**src/rtl/nbit_arith_pkg.sv**
```systemverilog
// Shared types and constants for the sequential N-bit arithmetic units (multiplier, divider).
// Latency: none, declarations only.
// Backpressure: not applicable.
package nbit_arith_pkg;

    // Controller state encoding shared with the shift-add multiplier
    typedef logic [1:0] state_t;

    localparam state_t IDLE = 2'b00;
    localparam state_t CALC = 2'b01;
    localparam state_t DONE = 2'b10;

    // Iteration counter width: must hold the values 0..n
    function automatic int cnt_width(input int n);
        return $clog2(n + 1);
    endfunction

endpackage

```
**src/rtl/nbit_div_step.sv**
```systemverilog
// One restoring-division iteration: shift the next dividend bit into R, trial-subtract D, emit one quotient bit.
// Latency: purely combinational.
// Backpressure: none; the parent FSM decides when the result is registered.
module nbit_div_step #(
    parameter int N = 4
) (
    input  logic [N-1:0] r,
    input  logic [N-1:0] q,
    input  logic [N-1:0] d,
    output logic [N-1:0] r_next,
    output logic [N-1:0] q_next
);

    logic [N:0] shifted;
    logic [N:0] diff;

    // Trial subtraction. R < D always holds, so N+1 bits cover the shifted partial remainder.
    // The sign bit of diff shows whether the subtraction fits.
    always_comb begin
        shifted = {r, q[N-1]};
        diff    = shifted - {1'b0, d};
        if (!diff[N]) begin
            r_next = diff[N-1:0];
            q_next = {q[N-2:0], 1'b1};
        end else begin
            r_next = shifted[N-1:0];
            q_next = {q[N-2:0], 1'b0};
        end
    end

endmodule

```
**src/rtl/nbit_divider.sv**
```systemverilog
// Sequential N-bit unsigned restoring divider with start/finish 4-phase handshake; divide-by-zero is flagged.
// Latency: finish high N+1 clocks after start is first sampled in IDLE, counting the sampling edge; 1 clock for divide-by-zero.
// Backpressure: the result is held in DONE while start stays high; a held start never relaunches.
module nbit_divider
    import nbit_arith_pkg::*;
#(
    parameter int N = 4
) (
    input  logic         clk,
    input  logic         rst,
    input  logic         start,
    input  logic [N-1:0] a_in,
    input  logic [N-1:0] b_in,
    output logic [N-1:0] quotient,
    output logic [N-1:0] remainder,
    output logic         finish,
    output logic         busy,
    output logic         div_by_zero
);

    localparam int CW = cnt_width(N);
    localparam logic [CW-1:0] LAST_ITER = CW'(N - 1);

    state_t        state;
    logic [CW-1:0] cnt;
    logic [N-1:0]  r_reg;
    logic [N-1:0]  q_reg;
    logic [N-1:0]  d_reg;
    logic [N-1:0]  r_next;
    logic [N-1:0]  q_next;

    nbit_div_step #(.N(N)) u_step (
        .r      (r_reg),
        .q      (q_reg),
        .d      (d_reg),
        .r_next (r_next),
        .q_next (q_next)
    );

    // Controller: latch operands, run N iterations, publish the result, then wait for start to drop.
    // The last iteration loads the outputs directly from the step result, so DONE is entered with no extra cycle.
    always_ff @(posedge clk or posedge rst) begin
        if (rst) begin
            state       <= IDLE;
            cnt         <= '0;
            r_reg       <= '0;
            q_reg       <= '0;
            d_reg       <= '0;
            quotient    <= '0;
            remainder   <= '0;
            finish      <= 1'b0;
            busy        <= 1'b0;
            div_by_zero <= 1'b0;
        end else begin
            case (state)
                IDLE: begin
                    if (start) begin
                        busy <= 1'b1;
                        if (b_in != '0) begin
                            q_reg <= a_in;
                            d_reg <= b_in;
                            r_reg <= '0;
                            cnt   <= '0;
                            state <= CALC;
                        end else begin
                            // Divide by zero: short-circuit to DONE with the conventional saturated result
                            quotient    <= '1;
                            remainder   <= a_in;
                            div_by_zero <= 1'b1;
                            finish      <= 1'b1;
                            state       <= DONE;
                        end
                    end
                end
                CALC: begin
                    r_reg <= r_next;
                    q_reg <= q_next;
                    cnt   <= cnt + 1'b1;
                    if (cnt == LAST_ITER) begin
                        quotient    <= q_next;
                        remainder   <= r_next;
                        div_by_zero <= 1'b0;
                        finish      <= 1'b1;
                        state       <= DONE;
                    end
                end
                DONE: begin
                    if (!start) begin
                        finish <= 1'b0;
                        busy   <= 1'b0;
                        state  <= IDLE;
                    end
                end
                default: begin
                    finish <= 1'b0;
                    busy   <= 1'b0;
                    state  <= IDLE;
                end
            endcase
        end
    end

endmodule
```
**config.mk**
```make
export PLATFORM = sky130hd
export DESIGN_NAME = nbit_divider
export DESIGN_NICKNAME = d
export VERILOG_FILES = /design/src/rtl/nbit_arith_pkg.sv /design/src/rtl/nbit_div_step.sv /design/src/rtl/nbit_divider.sv
export SDC_FILE = /design/constraint.sdc
export NUM_CORES = 1
export LEC_CHECK = 0
export CAP_MARGIN = 30
export CELL_PAD_IN_SITES_DETAIL_PLACEMENT = 1
export CELL_PAD_IN_SITES_GLOBAL_PLACEMENT = 2
export CORE_ASPECT_RATIO = 1.1
export CORE_UTILIZATION = 31
export CTS_CLUSTER_DIAMETER = 100
export DETAILED_ROUTE_END_ITERATION = 8
export GPL_ROUTABILITY_DRIVEN = 0
export PLACE_DENSITY_LB_ADDON = 0.1
export SLEW_MARGIN = 0
export SYNTH_ARGS = -nofsm -noshare
export SYNTH_HDL_FRONTEND = slang
export SYNTH_HIERARCHICAL = 1
export SYNTH_SLANG_ARGS = --single-unit
```
**constraint.sdc**
```tcl
create_clock -name clk -period 2.35 [get_ports clk]
set_input_delay 0.5875 -clock clk [delete_from_list [all_inputs] [get_ports clk]]
set_output_delay 0.5875 -clock clk [all_outputs]
set_load 0.01 [all_outputs]
```
== After elaboration in Yosys (flattened, before gate mapping) ==
Index checks and enable logic that the tools add are counted.
Word-level totals
  register bits: 28
  input port bits: 11
Cells by class
  add/subtract/negate cells: 2
  eq/ne operators: 8
  muxes and demuxes: 33
  bitwise logic cells: 1
  reduce and logical (&&, ||, !) cells: 9
Operator list (number)
  two-way mux 4 bit: 11
  one-hot mux 4 bit (2 select lines): 4
  AND reduction 3 bit: 4
  != test 2 bit (second input constant): 5
  two-way mux 2 bit: 4
  AND reduction 4 bit: 2
  two-way mux 1 bit: 7
  two-way mux 3 bit: 2
  one-hot mux 1 bit (3 select lines): 2
  one-hot mux 2 bit (3 select lines): 1
  one-hot mux 3 bit (2 select lines): 1
  subtractor 5 x 4 -> 5 bit: 1
  nonzero test 4 bit: 1
  adder 3 x 1 -> 3 bit (second input constant): 1
  == test 3 x 2 -> 1 bit (second input constant): 1
  == test 2 x 1 -> 1 bit (second input constant): 1
  == test 2 bit (second input constant): 1
  logical NOT 2 bit: 1
  one-hot mux 1 bit (2 select lines): 1
  nonzero test 2 bit: 1
  inverter 1 bit: 1

== Logic depth before layout (Yosys ltp) ==
  depth after elaboration: 4
  mapped depth: 9
  mapped depth without buffers: 9

== By module ==
The synthesis kept the hierarchy.
Modules (own cells, without submodules)
  nbit_divider: times used 1, cells each 107, area each 1258.7 um2
  nbit_div_step: times used 1, cells each 27, area each 224.0 um2

== Worst setup path after synthesis ==
No wires, ideal clock.
  path kind: flip-flop to flip-flop
  from: register q_reg[3]
  to: register remainder[3]
  library setup time: 0.125 ns
  arrival: 2.430 ns
  required time: 2.225 ns
  setup slack: -0.204 ns
  cell stages (with the launch flop): 10
  buffers on the path: 0
  clock period less this slack: 2.554 ns
  cells stage by stage: dfrtp_1 > inv_1 > ha_1 > fa_1 > nand2b_1 > a21oi_2 > xor2_2 > mux2_2 > mux2_2 > mux2_2
Between the ends
  word-level cells in the longest chain between the ends: 4
Ends and longest elaborated chain
  from (decl): RTL line nbit_divider.sv:27  | logic [N-1:0] q_reg;
  from (signal assigned): RTL line nbit_divider.sv:60  | q_reg <= a_in;
  from (signal assigned): RTL line nbit_divider.sv:77  | q_reg <= q_next;
  subtractor 5 x 4 -> 5 bit: RTL line nbit_div_step.sv:21  | diff = shifted - {1'b0, d};
  two-way mux 4 bit: RTL line nbit_div_step.sv:22  | if (!diff[N]) begin
  net r_next[3]: RTL line nbit_divider.sv:29  | logic [N-1:0] r_next;
  two-way mux 4 bit: RTL line nbit_divider.sv:79  | if (cnt == LAST_ITER) begin
  one-hot mux 4 bit (2 select lines): RTL line nbit_divider.sv:55  | case (state)
  to (signal assigned): RTL line nbit_divider.sv:68  | remainder <= a_in;
  to (signal assigned): RTL line nbit_divider.sv:81  | remainder <= r_next;
  to (decl): RTL line nbit_divider.sv:15  | output logic [N-1:0] remainder,
The timed path passes the listed nets, and every way through them passes these cells. The select of a mux whose other input is x is not followed.
A chain may end at the register's enable or synchronous reset.

== Worst setup path in the final report ==
Ends and elaborated chain as after synthesis.

==> flow_summary.json <==
{
  "status": "finished, violations left",
  "violations": "negative setup slack",
  "reg2reg_from": "q_reg[3]",
  "clock.fmax_mhz": 409,
  "critPathLaunch": "q_reg[3]",
  "power_mw": 3.04,
  "cp_max_fo": 3,
  "core_mm2": 0.00462,
  "ff2ff_setup_slack_ps": -90,
  "clock_skew_ps": 3.11,
  "setup_viol": 4,
  "yosysMostFrequentCell": "dfrtp_1",
  "maxCapViolCount": 0,
  "hold_path_class": "register to register",
  "synth_nets": 152,
  "crit_type": "register to register",
  "netlist_area_mm2": 0.00148,
  "avgSynthCellArea_um2": 11.1,
  "cp.depth": 9,
  "drt_iter0_drc": 39,
  "synth.lib_cells_used.distinct": 33,
  "n_antenna_cell": 0,
  "grt_pass1_vias": 1256,
  "slowest_delay_ps": 390,
  "cts-root-buf": "clkbuf_8",
  "portBuffers": 21,
  "grt_max_degree": 29,
  "syn_inst": 134,
  "rows": 26,
  "yosys_warnings": 6,
  "grtUsageTotal_pct": 16.7,
  "tightest_slew_ps": 427,
  "cellPowerDensity_mw_per_mm2": 1520,
  "peakVddDrop_uv": 453,
  "start_util_pct": 32.1,
  "h-tree-depth": 1,
  "cp.arrival_ps": 2610,
  "numCtsBuffers": 3,
  "cp-end-kind": "register",
  "die_w_um": 67.9,
  "final_nets": 192,
  "worst_slack_ps": -94.8,
  "synth.largest_area_cell": "dfrtp_1",
  "synth_edf_count": 0,
  "ant_nets": 0,
  "period_minus_slack_ps": 2440,
  "dp_hpwl_um": 2870,
  "post-route-util_pct": 43.2,
  "fin_crit_sh_pct": 104,
  "synthTopCellsByCount": "28 x dfrtp_1, 15 x mux2_2, 11 x inv_1, 10 x nand2_1, 6 x ha_1",
  "critPathBufInv": 1,
  "cp_slowest_cell": "dfrtp_1",
  "cts_tree": "built",
  "cpMostUsedCell": "mux2_4",
  "relSlewSlack_pct": 71.5,
  "antenna_found_initial": 0,
  "crit_chain": "inv_2 > ha_4 > fa_2 > nand2b_4 > a21oi_4 > xor2_4 > mux2_4 > mux2_4 > mux2_4",
  "syn2layout_area_growth_pct": 34.7,
  "io_pins": 22,
  "grt_pass1_wl_um": 6230,
  "vias": 1149,
  "crit_required_ps": 2520,
  "overflow": 0,
  "crit_family": "multiplexers",
  "avgViaCountPerCell": 5.02,
  "start_kind": "register",
  "cts_buffer_depth": 2,
  "hold_viol_final": 0,
  "wirelength_um": 3750,
  "clock_latency_ps": 270,
  "yosys_register_bits": 28,
  "dr.pass1.iters": 4,
  "cts_sinks": 28,
  "path_clk_slew_ps": 100,
  "ys_seq_area_share_pct": 47.3,
  "p_leak_nw": 0.893,
  "wl_per_cell_um": 16.4,
  "synth_top_flop_cell": "dfrtp_1",
  "rsz0062_at_grt": "true",
  "die-area_mm2": 0.00506,
  "synth_top_area_share_pct": 47.3,
  "synthArstFlopShare_pct": 100,
  "endpoint": "remainder[3]",
  "r2r-end": "remainder[3]",
  "drc": 0,
  "r2r_cells": 9,
  "final_max_slew_viol_count": 0,
  "yosys-top-cells-area": "dfrtp_1 47%, mux2_2 11%, ha_1 5.1%, inv_1 2.8%, nand2_1 2.5%",
  "drive_gt1_share_pct": 27.7,
  "die_h_um": 74.5
}
## where the power goes
part	total (mW)	internal, mW	switching, mW
registers	0.877	0.698	0.180
logic	1.86	1.04	0.818
clock network	0.304	0.150	0.154
## placed cells by master, fill, tap and decap left out, types with 5 or more instances in the layout
cell,n
dfrtp_1,28
clkdlybuf4s50_1,21
buf_4,21
mux2_2,10
nand2_1,10
inv_1,10
a21oi_1,5
nor2_1,5
o21ai_0,5
mux2_4,5
ha_1,5
## cells by family after synthesis
| kind of cell | share of synthesized area, % |
|---|---|
| simple gates | 11.1 |
| compound gates | 14.9 |
| flops | 47.3 |
| buf+inv | 5.40 |
| mux | 12.7 |
| fa+ha+maj | 6.41 |
| xor+xnor | 2.28 |
## how the worst min path moves through the flow
stage	from	end	slack, ps	cells after the start
2_1_floorplan	d_reg[2]	d_reg[2]	480	1
3_3_place_gp	quotient[3]	quotient[3]	490	1
3_5_place_dp	quotient[1]	quotient[1]	500	1
4_1_cts	d_reg[2]	d_reg[2]	530	1
5_1_grt	d_reg[3]	d_reg[3]	550	1
6_report	d_reg[3]	d_reg[3]	520	1
## layer usage
layer  routed length (µm)  track usage, %
met2                 1820            28.1
met1                 1810            22.2
met3                   98            2.76
met4                   25            4.17
met5                    0               0
## final cells by class
class / instances / area (µm²)
Timing Repair Buffer: 42 / 368
Multi-Input combinational cell: 88 / 762
Inverter: 11 / 41.3
Clock buffer: 4 / 55.1
Sequential cell: 28 / 701
Fill cell: 528 / 2620
Tap cell: 56 / 70.1
## per-stage QoR
step	setup slack, ps	hold WS (ps)	cells	setup TNS, ps	instance area, µm²
CTS	-95.7	529	228	-306	1990
global placement	-192	493	222	-1080	1900
finish	-94.8	519	229	-300	2000
detailed placement	-224	505	222	-1360	1900
global route	-172	550	229	-686	2000
floorplan	-83.2	481	134	-164	1530
## worst reg2reg max path, cell delays in order, from the launching register on
cell and delay, ps:
dfrtp_1 390, inv_2 70, ha_4 160, fa_2 330
nand2b_4 150, a21oi_4 180, xor2_4 210, mux2_4 330
mux2_4 260, mux2_4 250
## what timing repair did
item                                    in CTS  in global routing
gates resized for setup                      3                  1
endpoints found under the setup margin       4                  5
setup buffers                                2                  1
pin swaps                                    2                  0
hold buffers                                 0                  0
(Power assumes the default switching activity.)
